File: config.mk
export PLATFORM = sky130hd
export DESIGN_NAME = board_io_ctrl_flat
export DESIGN_NICKNAME = d
export VERILOG_FILES = /design/src/rtl/board_io_pkg.sv /design/src/rtl/board_io_if.sv /design/src/rtl/board_io_debounce.sv /design/src/rtl/board_io_ctrl.sv /design/src/flat_wrapper.sv
export SDC_FILE = /design/constraint.sdc
export NUM_CORES = 1
export LEC_CHECK = 0
export CORE_ASPECT_RATIO = 1.75
export CORE_MARGIN = 2
export CORE_UTILIZATION = 56
export CTS_CLUSTER_DIAMETER = 200
export DETAILED_ROUTE_END_ITERATION = 12
export GPL_TIMING_DRIVEN = 0
export PLACE_DENSITY = 0.77
export SLEW_MARGIN = 25
export SYNTH_ARGS = -nofsm -noshare
export SYNTH_HDL_FRONTEND = slang
export SYNTH_HIERARCHICAL = 1
export SYNTH_SLANG_ARGS = --single-unit
export TNS_END_PERCENT = 10
File: constraint.sdc
create_clock -name clk -period 1.8 [get_ports clk]
set_input_delay 0.36 -clock clk [delete_from_list [all_inputs] [get_ports clk]]
set_output_delay 0.36 -clock clk [all_outputs]
set_load 0.01 [all_outputs]
File: src/rtl/board_io_pkg.sv
// board_io_pkg: shared constants and types for the board I/O conditioner.
// Optional long-press support is controlled by the BOARD_IO_LONG_PRESS_EN macro.
package board_io_pkg;

   // LED source select encodings
   typedef enum logic [1:0] {
      LED_MODE_SW     = 2'd0,
      LED_MODE_STATUS = 2'd1,
      LED_MODE_BLINK  = 2'd2,
      LED_MODE_KEYS   = 2'd3
   } led_mode_t;

   // Flip-flops in each input synchroniser chain
   localparam int SYNC_STAGES = 2;

   // Larger of two integers; used to size zero-extension vectors
   function automatic int max_int(input int a, input int b);
      return (a > b) ? a : b;
   endfunction

endpackage

File: src/rtl/board_io_if.sv
// board_io_if: board-side pins and conditioned outputs of board_io_ctrl.
// master = system/bench side, slave = board_io_ctrl.
// key_long exists only when BOARD_IO_LONG_PRESS_EN is defined.
interface board_io_if #(
   parameter int N_KEYS = 4,
   parameter int N_SW   = 10,
   parameter int N_LEDS = 10
);
   // Raw board inputs and system-side controls
   logic [N_KEYS-1:0] key_n;
   logic [N_SW-1:0]   sw;
   logic [1:0]        led_mode;
   logic [N_LEDS-1:0] led_status;

   // Conditioned outputs
   logic [N_KEYS-1:0] key_down;
   logic [N_KEYS-1:0] key_press;
   logic [N_KEYS-1:0] key_release;
   logic [N_SW-1:0]   sw_q;
   logic              sys_reset_req;
   logic              heartbeat;
   logic [N_LEDS-1:0] ledr;
`ifdef BOARD_IO_LONG_PRESS_EN
   logic [N_KEYS-1:0] key_long;

   modport master (
      output key_n, sw, led_mode, led_status,
      input  key_down, key_press, key_release, sw_q,
             sys_reset_req, heartbeat, ledr, key_long
   );

   modport slave (
      input  key_n, sw, led_mode, led_status,
      output key_down, key_press, key_release, sw_q,
             sys_reset_req, heartbeat, ledr, key_long
   );
`else
   modport master (
      output key_n, sw, led_mode, led_status,
      input  key_down, key_press, key_release, sw_q,
             sys_reset_req, heartbeat, ledr
   );

   modport slave (
      input  key_n, sw, led_mode, led_status,
      output key_down, key_press, key_release, sw_q,
             sys_reset_req, heartbeat, ledr
   );
`endif
endinterface

File: src/rtl/board_io_debounce.sv
// io_debounce: one input channel -- synchroniser, stability counter,
// accepted level and registered rise/fall pulses. din_i is already in
// active-high form; RESET_LEVEL is the idle level loaded by reset.
module io_debounce
   import board_io_pkg::*;
#(
   parameter int   DEBOUNCE_CYCLES = 500000,
   parameter logic RESET_LEVEL     = 1'b0
) (
   input  logic clk,
   input  logic reset_n,
   input  logic din_i,
   output logic level_o,
   output logic rise_o,
   output logic fall_o
);

   localparam int            CW       = $clog2(DEBOUNCE_CYCLES + 1);
   localparam logic [CW-1:0] CNT_LAST = CW'(DEBOUNCE_CYCLES - 1);

   logic [SYNC_STAGES-1:0] sync_q, sync_d;
   logic [CW-1:0]          cnt_q, cnt_d;
   logic                   stable_q, stable_d;
   logic                   stable_prev_q;
   logic                   rise_q, fall_q;
   logic                   sync_bit;

   assign sync_bit = sync_q[SYNC_STAGES-1];

   // Shift the synchroniser; count while the synced level disagrees with
   // the accepted one, accept it after DEBOUNCE_CYCLES mismatching cycles
   always_comb begin
      sync_d   = {sync_q[SYNC_STAGES-2:0], din_i};
      cnt_d    = '0;
      stable_d = stable_q;
      if (sync_bit != stable_q) begin
         if (cnt_q == CNT_LAST) begin
            stable_d = sync_bit;
         end else begin
            cnt_d = cnt_q + CW'(1);
         end
      end
   end

   // Channel state registers and one-cycle edge pulses
   always_ff @(posedge clk) begin
      if (!reset_n) begin
         sync_q        <= {SYNC_STAGES{RESET_LEVEL}};
         cnt_q         <= '0;
         stable_q      <= RESET_LEVEL;
         stable_prev_q <= RESET_LEVEL;
         rise_q        <= 1'b0;
         fall_q        <= 1'b0;
      end else begin
         sync_q        <= sync_d;
         cnt_q         <= cnt_d;
         stable_q      <= stable_d;
         stable_prev_q <= stable_q;
         rise_q        <= stable_q & ~stable_prev_q;
         fall_q        <= ~stable_q & stable_prev_q;
      end
   end

   assign level_o = stable_q;
   assign rise_o  = rise_q;
   assign fall_o  = fall_q;

endmodule

File: src/rtl/board_io_ctrl.sv
// board_io_ctrl: DE1-SoC key/switch conditioner, KEY[0] reset request
// stretcher, heartbeat and registered LED mux.
// Define BOARD_IO_LONG_PRESS_EN to add per-key long-press pulses (key_long).
module board_io_ctrl
   import board_io_pkg::*;
#(
   parameter int N_KEYS            = 4,
   parameter int N_SW              = 10,
   parameter int N_LEDS            = 10,
   parameter int DEBOUNCE_CYCLES   = 500000,
   parameter int RESET_STRETCH     = 1024,
   parameter int BLINK_DIV         = 25000000,
   parameter int LONG_PRESS_CYCLES = 50000000
) (
   input logic        clk,
   input logic        reset_n,
   board_io_if.slave  io
);

   localparam int             STW          = $clog2(RESET_STRETCH + 1);
   localparam logic [STW-1:0] STRETCH_LOAD = STW'(RESET_STRETCH - 1);
   localparam int             BW           = $clog2(BLINK_DIV + 1);
   localparam logic [BW-1:0]  BLINK_LAST   = BW'(BLINK_DIV - 1);
   localparam int             SW_EXT_W     = max_int(N_SW, N_LEDS);
   localparam int             KEY_EXT_W    = max_int(N_KEYS, N_LEDS - 1);

   logic [N_KEYS-1:0] key_down_w, key_press_w, key_release_w;
   logic [N_SW-1:0]   sw_level_w;
   logic [N_SW-1:0]   sw_rise_unused, sw_fall_unused;

   // Key channels: buttons are active-low, so invert before debouncing
   for (genvar g = 0; g < N_KEYS; g++) begin : g_key
      io_debounce #(
         .DEBOUNCE_CYCLES (DEBOUNCE_CYCLES),
         .RESET_LEVEL     (1'b0)
      ) u_key (
         .clk     (clk),
         .reset_n (reset_n),
         .din_i   (~io.key_n[g]),
         .level_o (key_down_w[g]),
         .rise_o  (key_press_w[g]),
         .fall_o  (key_release_w[g])
      );
   end

   // Switch channels: only the debounced level is used
   for (genvar g = 0; g < N_SW; g++) begin : g_sw
      io_debounce #(
         .DEBOUNCE_CYCLES (DEBOUNCE_CYCLES),
         .RESET_LEVEL     (1'b0)
      ) u_sw (
         .clk     (clk),
         .reset_n (reset_n),
         .din_i   (io.sw[g]),
         .level_o (sw_level_w[g]),
         .rise_o  (sw_rise_unused[g]),
         .fall_o  (sw_fall_unused[g])
      );
   end

   // ---------------------------------------------------------------------
   // Reset request: KEY[0] level OR'd with a stretch counter loaded on press
   // ---------------------------------------------------------------------
   logic [STW-1:0] stretch_q, stretch_d;
   logic           req_q, req_d;

   // Reload on every KEY[0] press, otherwise count down and hold at zero
   always_comb begin
      stretch_d = stretch_q;
      if (key_press_w[0]) begin
         stretch_d = STRETCH_LOAD;
      end else if (stretch_q != '0) begin
         stretch_d = stretch_q - STW'(1);
      end
      req_d = key_down_w[0] | (stretch_q != '0);
   end

   // Stretch counter and registered request
   always_ff @(posedge clk) begin
      if (!reset_n) begin
         stretch_q <= '0;
         req_q     <= 1'b0;
      end else begin
         stretch_q <= stretch_d;
         req_q     <= req_d;
      end
   end

   // ---------------------------------------------------------------------
   // Heartbeat: toggle every BLINK_DIV cycles
   // ---------------------------------------------------------------------
   logic [BW-1:0] blink_q, blink_d;
   logic          hb_q, hb_d;

   // Free-running divider with wrap-and-toggle
   always_comb begin
      blink_d = blink_q + BW'(1);
      hb_d    = hb_q;
      if (blink_q == BLINK_LAST) begin
         blink_d = '0;
         hb_d    = ~hb_q;
      end
   end

   // Divider and heartbeat registers
   always_ff @(posedge clk) begin
      if (!reset_n) begin
         blink_q <= '0;
         hb_q    <= 1'b0;
      end else begin
         blink_q <= blink_d;
         hb_q    <= hb_d;
      end
   end

   // ---------------------------------------------------------------------
   // LED mux: one registered stage, mode sampled every cycle
   // ---------------------------------------------------------------------
   led_mode_t             mode_w;
   logic [SW_EXT_W-1:0]   sw_ext;
   logic [KEY_EXT_W-1:0]  key_ext;
   logic [N_LEDS-1:0]     ledr_q, ledr_d;

   assign mode_w  = led_mode_t'(io.led_mode);
   assign sw_ext  = SW_EXT_W'(sw_level_w);
   assign key_ext = KEY_EXT_W'(key_down_w);

   // Select the LED source for the next cycle
   always_comb begin
      ledr_d = '0;
      case (mode_w)
         LED_MODE_SW:     ledr_d = sw_ext[N_LEDS-1:0];
         LED_MODE_STATUS: ledr_d = io.led_status;
         LED_MODE_BLINK:  ledr_d = io.led_status & {N_LEDS{hb_q}};
         LED_MODE_KEYS:   ledr_d = {hb_q, key_ext[N_LEDS-2:0]};
         default:         ledr_d = '0;
      endcase
   end

   // LED output register
   always_ff @(posedge clk) begin
      if (!reset_n) begin
         ledr_q <= '0;
      end else begin
         ledr_q <= ledr_d;
      end
   end

`ifdef BOARD_IO_LONG_PRESS_EN
   // ---------------------------------------------------------------------
   // Long press: per-key saturating hold counter, one pulse per hold
   // ---------------------------------------------------------------------
   localparam int            LW        = $clog2(LONG_PRESS_CYCLES + 1);
   localparam logic [LW-1:0] HOLD_LAST = LW'(LONG_PRESS_CYCLES - 1);

   logic [LW-1:0]     hold_q [N_KEYS];
   logic [LW-1:0]     hold_d [N_KEYS];
   logic [N_KEYS-1:0] reached_q, reached_d;
   logic [N_KEYS-1:0] key_long_q, key_long_d;

   // Count while held, clear on release; pulse on first cycle at the limit
   always_comb begin
      for (int k = 0; k < N_KEYS; k++) begin
         hold_d[k] = '0;
         if (key_down_w[k]) begin
            hold_d[k] = (hold_q[k] == HOLD_LAST) ? hold_q[k] : hold_q[k] + LW'(1);
         end
         reached_d[k]  = key_down_w[k] && (hold_q[k] == HOLD_LAST);
         key_long_d[k] = reached_d[k] & ~reached_q[k];
      end
   end

   // Hold counters and pulse registers
   always_ff @(posedge clk) begin
      if (!reset_n) begin
         for (int k = 0; k < N_KEYS; k++) begin
            hold_q[k] <= '0;
         end
         reached_q  <= '0;
         key_long_q <= '0;
      end else begin
         for (int k = 0; k < N_KEYS; k++) begin
            hold_q[k] <= hold_d[k];
         end
         reached_q  <= reached_d;
         key_long_q <= key_long_d;
      end
   end

   assign io.key_long = key_long_q;
`else
   // No long-press hardware in this build
   localparam int LONG_PRESS_UNUSED = LONG_PRESS_CYCLES;
`endif

   assign io.key_down      = key_down_w;
   assign io.key_press     = key_press_w;
   assign io.key_release   = key_release_w;
   assign io.sw_q          = sw_level_w;
   assign io.sys_reset_req = req_q;
   assign io.heartbeat     = hb_q;
   assign io.ledr          = ledr_q;

endmodule

File: src/flat_wrapper.sv
// flat-port wrapper written by rule: the top's interface ports become plain ports
module board_io_ctrl_flat import board_io_pkg::*;
#(
   parameter int N_KEYS            = 4,
   parameter int N_SW              = 10,
   parameter int N_LEDS            = 10,
   parameter int DEBOUNCE_CYCLES   = 500000,
   parameter int RESET_STRETCH     = 1024,
   parameter int BLINK_DIV         = 25000000,
   parameter int LONG_PRESS_CYCLES = 50000000
)
  (clk, reset_n, io_key_n, io_sw, io_led_mode, io_led_status, io_key_down, io_key_press, io_key_release, io_sw_q, io_sys_reset_req, io_heartbeat, io_ledr);
  board_io_if #(.N_KEYS(N_KEYS), .N_SW(N_SW), .N_LEDS(N_LEDS)) io_i ();
  input logic clk;
  input logic reset_n;
  input wire logic [$bits(io_i.key_n)-1:0] io_key_n;
  input wire logic [$bits(io_i.sw)-1:0] io_sw;
  input wire logic [$bits(io_i.led_mode)-1:0] io_led_mode;
  input wire logic [$bits(io_i.led_status)-1:0] io_led_status;
  output wire logic [$bits(io_i.key_down)-1:0] io_key_down;
  output wire logic [$bits(io_i.key_press)-1:0] io_key_press;
  output wire logic [$bits(io_i.key_release)-1:0] io_key_release;
  output wire logic [$bits(io_i.sw_q)-1:0] io_sw_q;
  output wire logic [$bits(io_i.sys_reset_req)-1:0] io_sys_reset_req;
  output wire logic [$bits(io_i.heartbeat)-1:0] io_heartbeat;
  output wire logic [$bits(io_i.ledr)-1:0] io_ledr;
  assign io_i.key_n = io_key_n;
  assign io_i.sw = io_sw;
  assign io_i.led_mode = io_led_mode;
  assign io_i.led_status = io_led_status;
  assign io_key_down = io_i.key_down;
  assign io_key_press = io_i.key_press;
  assign io_key_release = io_i.key_release;
  assign io_sw_q = io_i.sw_q;
  assign io_sys_reset_req = io_i.sys_reset_req;
  assign io_heartbeat = io_i.heartbeat;
  assign io_ledr = io_i.ledr;
  board_io_ctrl #(.N_KEYS(N_KEYS), .N_SW(N_SW), .N_LEDS(N_LEDS), .DEBOUNCE_CYCLES(DEBOUNCE_CYCLES), .RESET_STRETCH(RESET_STRETCH), .BLINK_DIV(BLINK_DIV), .LONG_PRESS_CYCLES(LONG_PRESS_CYCLES)) u_core (.clk(clk), .reset_n(reset_n), .io(io_i));
endmodule
## Yosys cells after proc, flatten, opt, wreduce, memory -nomap -nowiden

Index checks and enable logic that the tools add are counted.

- Register bits after elaboration: 368
- Input bits: 28
- Output and inout bits: 34
- Logic and storage cells: 182

- Add/sub/neg operators: 16
- Equal/unequal tests: 32
- Multiplexer cells: 3
- Bitwise operators: 38
- Reductions and logical operators: 33

Operators by type and width:

| cell | count |
|---|---|
| 19-bit by 1-bit adder with 19-bit output (second input constant) | 14 |
| 19-bit == test (second input constant) | 14 |
| 3-bit OR reduction | 14 |
| 10-bit one-hot mux with 4 select lines | 1 |
| 1-bit NOT | 28 |
| 2-bit AND reduction | 14 |
| 25-bit by 1-bit adder with 25-bit output (second input constant) | 1 |
| 25-bit == test (second input constant) | 1 |
| 10-bit 2-to-1 mux | 2 |
| 1-bit != test | 14 |
| 11-bit nonzero test | 1 |
| 11-bit by 1-bit subtractor with 11-bit output (second input constant) | 1 |
| 10-bit AND | 1 |
| 1-bit AND | 8 |
| 2-bit == test (second input constant) | 2 |
| 2-bit OR reduction | 2 |
| 2-bit by 1-bit == test with 1-bit output (second input constant) | 1 |
| 2-bit logical NOT | 1 |
| 2-bit nonzero test | 1 |
| 1-bit OR | 1 |

## Logic depth before layout (Yosys ltp)

Gate-level depths: netlist (run 1).

- Depth after elaboration: 3
- Gate-level depth with buffers: 6
- Gate-level depth less buffers: 6

## By module

The synthesis (run 1) kept the hierarchy.

Modules (own cells, without submodules):

| module | times used | cells each | area each (um2) | sequential area each (um2) |
|---|---|---|---|---|
| io_debounce at u_core.g_key[0].u_key ... | 13 | 118 | 1072.3 | 500.5 |
| board_io_ctrl | 1 | 267 | 2382.3 | 960.9 |
| io_debounce at u_core.g_sw[9].u_sw | 1 | 117 | 1107.3 | 500.5 |

## Worst setup path after synthesis (run 1)

Ideal clock, no wire load.

- Kind: register -> register
- Start point: register u_core.g_key[0].u_key.cnt_q[0]
- End point: register u_core.g_key[0].u_key.cnt_q[14]
- Library setup time: 115 ps
- Data arrival time: 1743 ps
- Required time: 1685 ps
- Setup slack: -57 ps
- Stages on the path, launching flop included: 7
- Cells stage by stage: dfxtp_1 ha_1 nand3_2 or4_4 o31ai_4 buf_4 nor2_1

- Longest elaborated chain between the ends: 2

Ends and longest elaborated chain:

| item | RTL line | source |
|---|---|---|
| start: declaration | board_io_debounce.sv:22 | `logic [CW-1:0] cnt_q, cnt_d;` |
| start signal: assignment | board_io_debounce.sv:56 | `cnt_q <= cnt_d;` |
| branches (longest 2 deep; another with 19-bit by 1-bit adder with 19-bit output) | - |  |

Several ways; the timed one is not identified.
A chain may end at the register's enable or synchronous reset.

## Final worst setup path (run 1)

- Start point: register u_core.g_key[0].u_key.cnt_q[1]
- End point: register u_core.g_key[0].u_key.cnt_q[2]

Same word-level chain as after synthesis.

==> impl_metrics.tcl, run 1 <==
set metrics [dict create \
    htreeDepth 2 \
    totalWireLength_microns 36200 \
    dieWidth_microns 134 \
    hold_viol 0 \
    routed_via_density 5.70 \
    stdcell_area_sq_um 20200 \
    max_cap_violations 0 \
    cts_root_buf "clkbuf_16" \
    nFillCells 2259 \
    route.met3.wl_microns 1320 \
    dr.pass1.iters 5 \
    slowest_stage "or4_4" \
    dp_hpwl_microns 23800 \
    rows 83 \
    vias 13800 \
    gp_congestion 0.842 \
    port_buffers 61 \
    end_kind "flop" \
    grt_pass1_vias 13400 \
    grt_max_degree 76 \
    pre_cts_slack_ps -442 \
    fmax_ghz 0.548 \
    tightest_slew_ps 571 \
    setup_viol 18 \
    timing.hold.ws_ps 294 \
    powerDensity_nw_per_um2 855 \
    period_minus_slack_ps 1830 \
    wl_per_cell_microns 14.9 \
    clockBufferDepth 3 \
    p_leak_nw 6.24 \
    syn_area_sq_um 16700 \
    path_cells "ha_4 -> nand3_4 -> or4_4 -> o31ai_4 -> buf_4 -> nor2_1" \
    fin_crit_sh_pct 101 \
    finalPower_mw 17.3 \
    crit_arrival_ps 2230 \
    worstSkewPairLatency_ps 520 \
    cp_top_family "simple AND/OR/NAND/NOR gates" \
    syn_to_final_growth_pct 21.1 \
    violations "negative setup slack" \
    die_h_microns 232 \
    fp.dieArea_sq_um 31200 \
    start_kind "flop" \
    drc 0 \
    hold_class "primary input to flop" \
    final_core_util_pct 69.0 \
    mostFrequentLayoutCell "dfxtp_1" \
    critical_path_buf_inv_count 1 \
    multiInputGateArea_sq_um 9250 \
    dpl_cell_area_sq_um 18000 \
    clk_pin_slew_worst_paths_ps 60 \
    cp_max_fo 6 \
    layout_setup_ws_ps -25.1 \
    max-slew-margin-rel_pct 61.7 \
    met1_length_microns 14300 \
    cts_hold_buf 0 \
    synthesis.nets 1893 \
    cts_sinks 368 \
    dr.max_layer_used "met4" \
    grt_pass1_wl_microns 59800 \
    yosys_warnings 6 \
    grt.overflow.total 0 \
    status "finished with violations" \
    layoutNonFillerInstCount 2427 \
    clock_skew_ps 11.3 \
    ir_drop_mv 0.819 \
    antenna_cells 0 \
    max_stage_delay_ps 450 \
    rsz0062_at_grt "true" \
    syn_avg_cell_area_sq_um 9.03 \
    io_pins 62 \
    regArea_sq_um 7530 \
    synthesis.instances 1848 \
    drt_iter0_drc 714 \
    mostFrequentLayoutCells "dfxtp_1, nor2_1, xnor2_1" \
    numCtsBuffers 35 \
    crit_type "flop to flop" \
    grt_usage_pct 22.5 \
    final_antenna_net_count 0 \
    final-max-slew-violation-count 0 \
    routed-wl-met2_microns 19200 \
    cp.required_ps 2200 \
    dp.cells 2291 \
    coreArea_sq_um 29300 \
    antenna_found_initial 0 \
    drive_above_1_share_pct 20.3 \
    cts_tree "built" \
    layout.nets 2066 \
    start_util_pct 57.0 \
    setup_tns_ps -218 \
]
-- registers in the layout, summed over array words and instances (netlist names) --
register and cells:
u_core/g_sw.u_sw/sync_q 20, u_core/io.heartbeat 1, u_core/g_key.u_key/level_o 4, u_core/g_key.u_key/stable_prev_q 4
u_core/io.ledr 10, u_core/stretch_q 11, u_core/io.sys_reset_req 1, u_core/g_key.u_key/rise_o 4
u_core/g_sw.u_sw/cnt_q 190, u_core/g_key.u_key/fall_o 4, u_core/g_key.u_key/sync_q 8, u_core/g_key.u_key/cnt_q 76
u_core/g_sw.u_sw/level_o 10, u_core/blink_q 25
-- metal layers --
layer / track usage (%) / vias to the layer above
met5: 0 / -
met1: 24.2 / 6642
li1: - / 6831
met4: 9.28 / 0
met2: 43.0 / 273
met3: 3.49 / 93
-- power breakdown --
part,switching [mW],internal [mW],total [mW]
logic,0.801,0.767,1.57
registers,0.204,8.30,8.50
clock network,3.14,4.05,7.20
total,4.15,13.1,17.3
-- timing repair --
| item | in CTS | in global routing |
|---|---|---|
| pin swaps | 69 | 45 |
| setup endpoints to repair | 275 | 276 |
| gates resized for setup | 105 | 96 |
| cloned | 3 | 4 |
| buffers inserted | 37 | 31 |
-- path summary, 6_finish.rpt --
check / start / end / slack [ps] / cells past startpoint
max: u_core/g_key[0].u_key/cnt_q[1] / u_core/g_key[0].u_key/cnt_q[2] / -30 / 6
min reg2reg: u_core/g_key[0].u_key/stable_prev_q / u_core/g_key[0].u_key/rise_o / 410 / 1
max reg2reg: u_core/g_key[0].u_key/cnt_q[1] / u_core/g_key[0].u_key/cnt_q[2] / -30 / 6
min: reset_n / u_core/g_key[1].u_key/fall_o / 290 / 3
-- tightest hold or removal path, stage by stage --
cell and delay, ps:
buf_6 230, nand2_1 130, nor2_1 30
-- cell type report --
type / instances / share of cell area, %
sequential: 368 / 37.3
multi-input combinational: 1358 / 45.8
timing repair buffer: 136 / 6.01
inverter: 96 / 1.78
tap: 382 / 2.37
clock buffer: 47 / 4.92
buffer: 26 / 1.21
clock inverter: 14 / 0.576
(Power assumes the default switching activity.)
==> run 2: changes to the inputs <==
--- a/config.mk
+++ b/config.mk
@@ -12,7 +12,6 @@
 export DETAILED_ROUTE_END_ITERATION = 12
 export GPL_TIMING_DRIVEN = 0
 export PLACE_DENSITY = 0.77
-export SLEW_MARGIN = 25
 export SYNTH_ARGS = -nofsm -noshare
 export SYNTH_HDL_FRONTEND = slang
 export SYNTH_HIERARCHICAL = 1
==> run 2 against run 1 <==
Net effect:
- the flow still finishes with violations (negative setup slack)
- setup slack worse by 53 ps
- hold slack better by 37 ps
- wire length down 0.74%
- clock power down 2%
- count of clock-buffer cells in the layout up 4
- critical endpoint is now u_core/g_sw[8].u_sw/cnt_q[14]
- highest routed layer unchanged
==> impl_metrics.tcl, run 2 (synthesized netlist as in run 1, its figures left out) <==
set metrics [dict create \
    status "finished with violations" \
    violations "negative setup slack" \
    port_buffers 61 \
    mostFrequentLayoutCells "nor2_1, dfxtp_1, xnor2_1" \
    setup_viol 37 \
    crit_type "flop to flop" \
    path_cells "ha_4 -> nand3_4 -> or4_4 -> o31ai_4 -> buf_6 -> buf_8 -> nor2_1" \
    coreArea_sq_um 29300 \
    start_kind "flop" \
    mostFrequentLayoutCell "nor2_1" \
    grt_usage_pct 22.5 \
    final_antenna_net_count 0 \
    cp_top_family "simple AND/OR/NAND/NOR gates" \
    dp_hpwl_microns 23900 \
    drt_iter0_drc 648 \
    antenna_cells 0 \
    end_kind "flop" \
    grt_pass1_vias 13400 \
    nFillCells 2246 \
    fmax_ghz 0.532 \
    drc 0 \
    critical_path_buf_inv_count 2 \
    hold_class "primary input to flop" \
    cts_sinks 368 \
    ir_drop_mv 0.953 \
    rsz0062_at_grt "true" \
    clockBufferDepth 3 \
    cts_root_buf "clkbuf_16" \
    dr.pass1.iters 5 \
    p_leak_nw 6.25 \
    pre_cts_slack_ps -573 \
    die_h_microns 232 \
    final-max-slew-violation-count 0 \
    setup_tns_ps -1040 \
    timing.hold.ws_ps 331 \
    layout_setup_ws_ps -78.2 \
    max_stage_delay_ps 460 \
    dpl_cell_area_sq_um 18000 \
    grt_max_degree 46 \
    totalWireLength_microns 35900 \
    io_pins 62 \
    clk_pin_slew_worst_paths_ps 60 \
    layout.nets 2065 \
    stdcell_area_sq_um 20200 \
    crit_arrival_ps 2280 \
    reg_top3 "u_core/g_sw.u_sw/cnt_q x190, u_core/g_key.u_key/cnt_q x76, u_core/blink_q x25" \
    max-slew-margin-rel_pct 65.6 \
    vias 13700 \
    finalPower_mw 17.1 \
    grt_pass1_wl_microns 59600 \
    tightest_slew_ps 512 \
    max_cap_violations 0 \
    numCtsBuffers 35 \
    htreeDepth 2 \
    syn_to_final_growth_pct 20.9 \
    antenna_found_initial 0 \
    cp.required_ps 2200 \
    clock_skew_ps 15.2 \
    grt.overflow.total 0 \
    dieWidth_microns 134 \
    powerDensity_nw_per_um2 848 \
    hold_viol 0 \
    rows 83 \
    cp_max_fo 6 \
    routed_via_density 5.68 \
    start_util_pct 57.0 \
    largest_reg_flops 190 \
    gp_congestion 0.842 \
    period_minus_slack_ps 1880 \
    worstSkewPairLatency_ps 520 \
    cts_tree "built" \
    fp.dieArea_sq_um 31200 \
    regMostFlops "u_core/g_sw.u_sw/cnt_q" \
    fin_crit_sh_pct 104 \
    wl_per_cell_microns 14.8 \
    drive_above_1_share_pct 20.1 \
    slowest_stage "or4_4" \
]
run 2: cell types whose count changed in the layout (fill, tap and decap cells not counted), moves of 3 or more:
cell | previous run | this run
dfxtp_2 | 70 | 74
clkinv_2 | 7 | 3
dfxtp_1 | 277 | 273
buf_4 | 65 | 60
nor2_2 | 20 | 17
nor2_1 | 273 | 277
run 2: metal layers:
metal	wire length (microns)	global-route usage [%]
met1	14100	23.5
met2	19300	44.3
met3	1440	3.25
met4	1070	8.78
met5	0	0
run 2: report_power, final:
part / switching (mW) / internal (mW)
clock: 3.03 / 4.06
sequential: 0.203 / 8.30
combinational: 0.771 / 0.730
total: 4.00 / 13.1
run 2: cell type report:
class	count	area [sq um]	share of cell area, %
Clock inverter	6	61.3	0.304
Multi-Input combinational cell	1358	9240	45.8
Tap cell	382	478	2.37
Inverter	96	360	1.79
Clock buffer	51	1020	5.05
Sequential cell	368	7540	37.4
Timing Repair Buffer	135	1220	6.05
Buffer	26	248	1.23
run 2: worst register-to-register path: cells and delay by family (launching register included):
kind | cells | cell delay (ps)
compound gates | 1 | 330
fa+ha+maj | 1 | 150
buf+inv | 2 | 290
flops | 1 | 360
simple gates | 3 | 620
run 2: per-stage QoR:
| step | utilization, % | std cells |
|---|---|---|
| after floorplan | - | 1848 |
| after global placement | 61.4 | 2291 |
| after detailed placement | 61.5 | 2292 |
| after CTS | 67.1 | 2390 |
| after global routing | 68.9 | 2422 |
| final | 68.9 | 2422 |
run 2: path summary, 6_finish.rpt:
path                                  startpoint                       endpoint  slack [ps]  cells after the start
max                 u_core/g_sw[8].u_sw/cnt_q[1]  u_core/g_sw[8].u_sw/cnt_q[14]         -80                      7
min                                      reset_n  u_core/g_key[3].u_key/level_o         330                      3
min reg2reg  u_core/g_key[0].u_key/stable_prev_q   u_core/g_key[0].u_key/rise_o         400                      1
max reg2reg         u_core/g_sw[8].u_sw/cnt_q[1]  u_core/g_sw[8].u_sw/cnt_q[14]         -80                      7
run 2: repair_timing:
action	4_1_cts	5_1_grt
hold buffers	0	0
buffers inserted	37	29
endpoints found under the setup margin	279	268
endpoints found under the hold margin	0	0
gates cloned	4	3
pin swaps	84	41
resized for setup	108	97
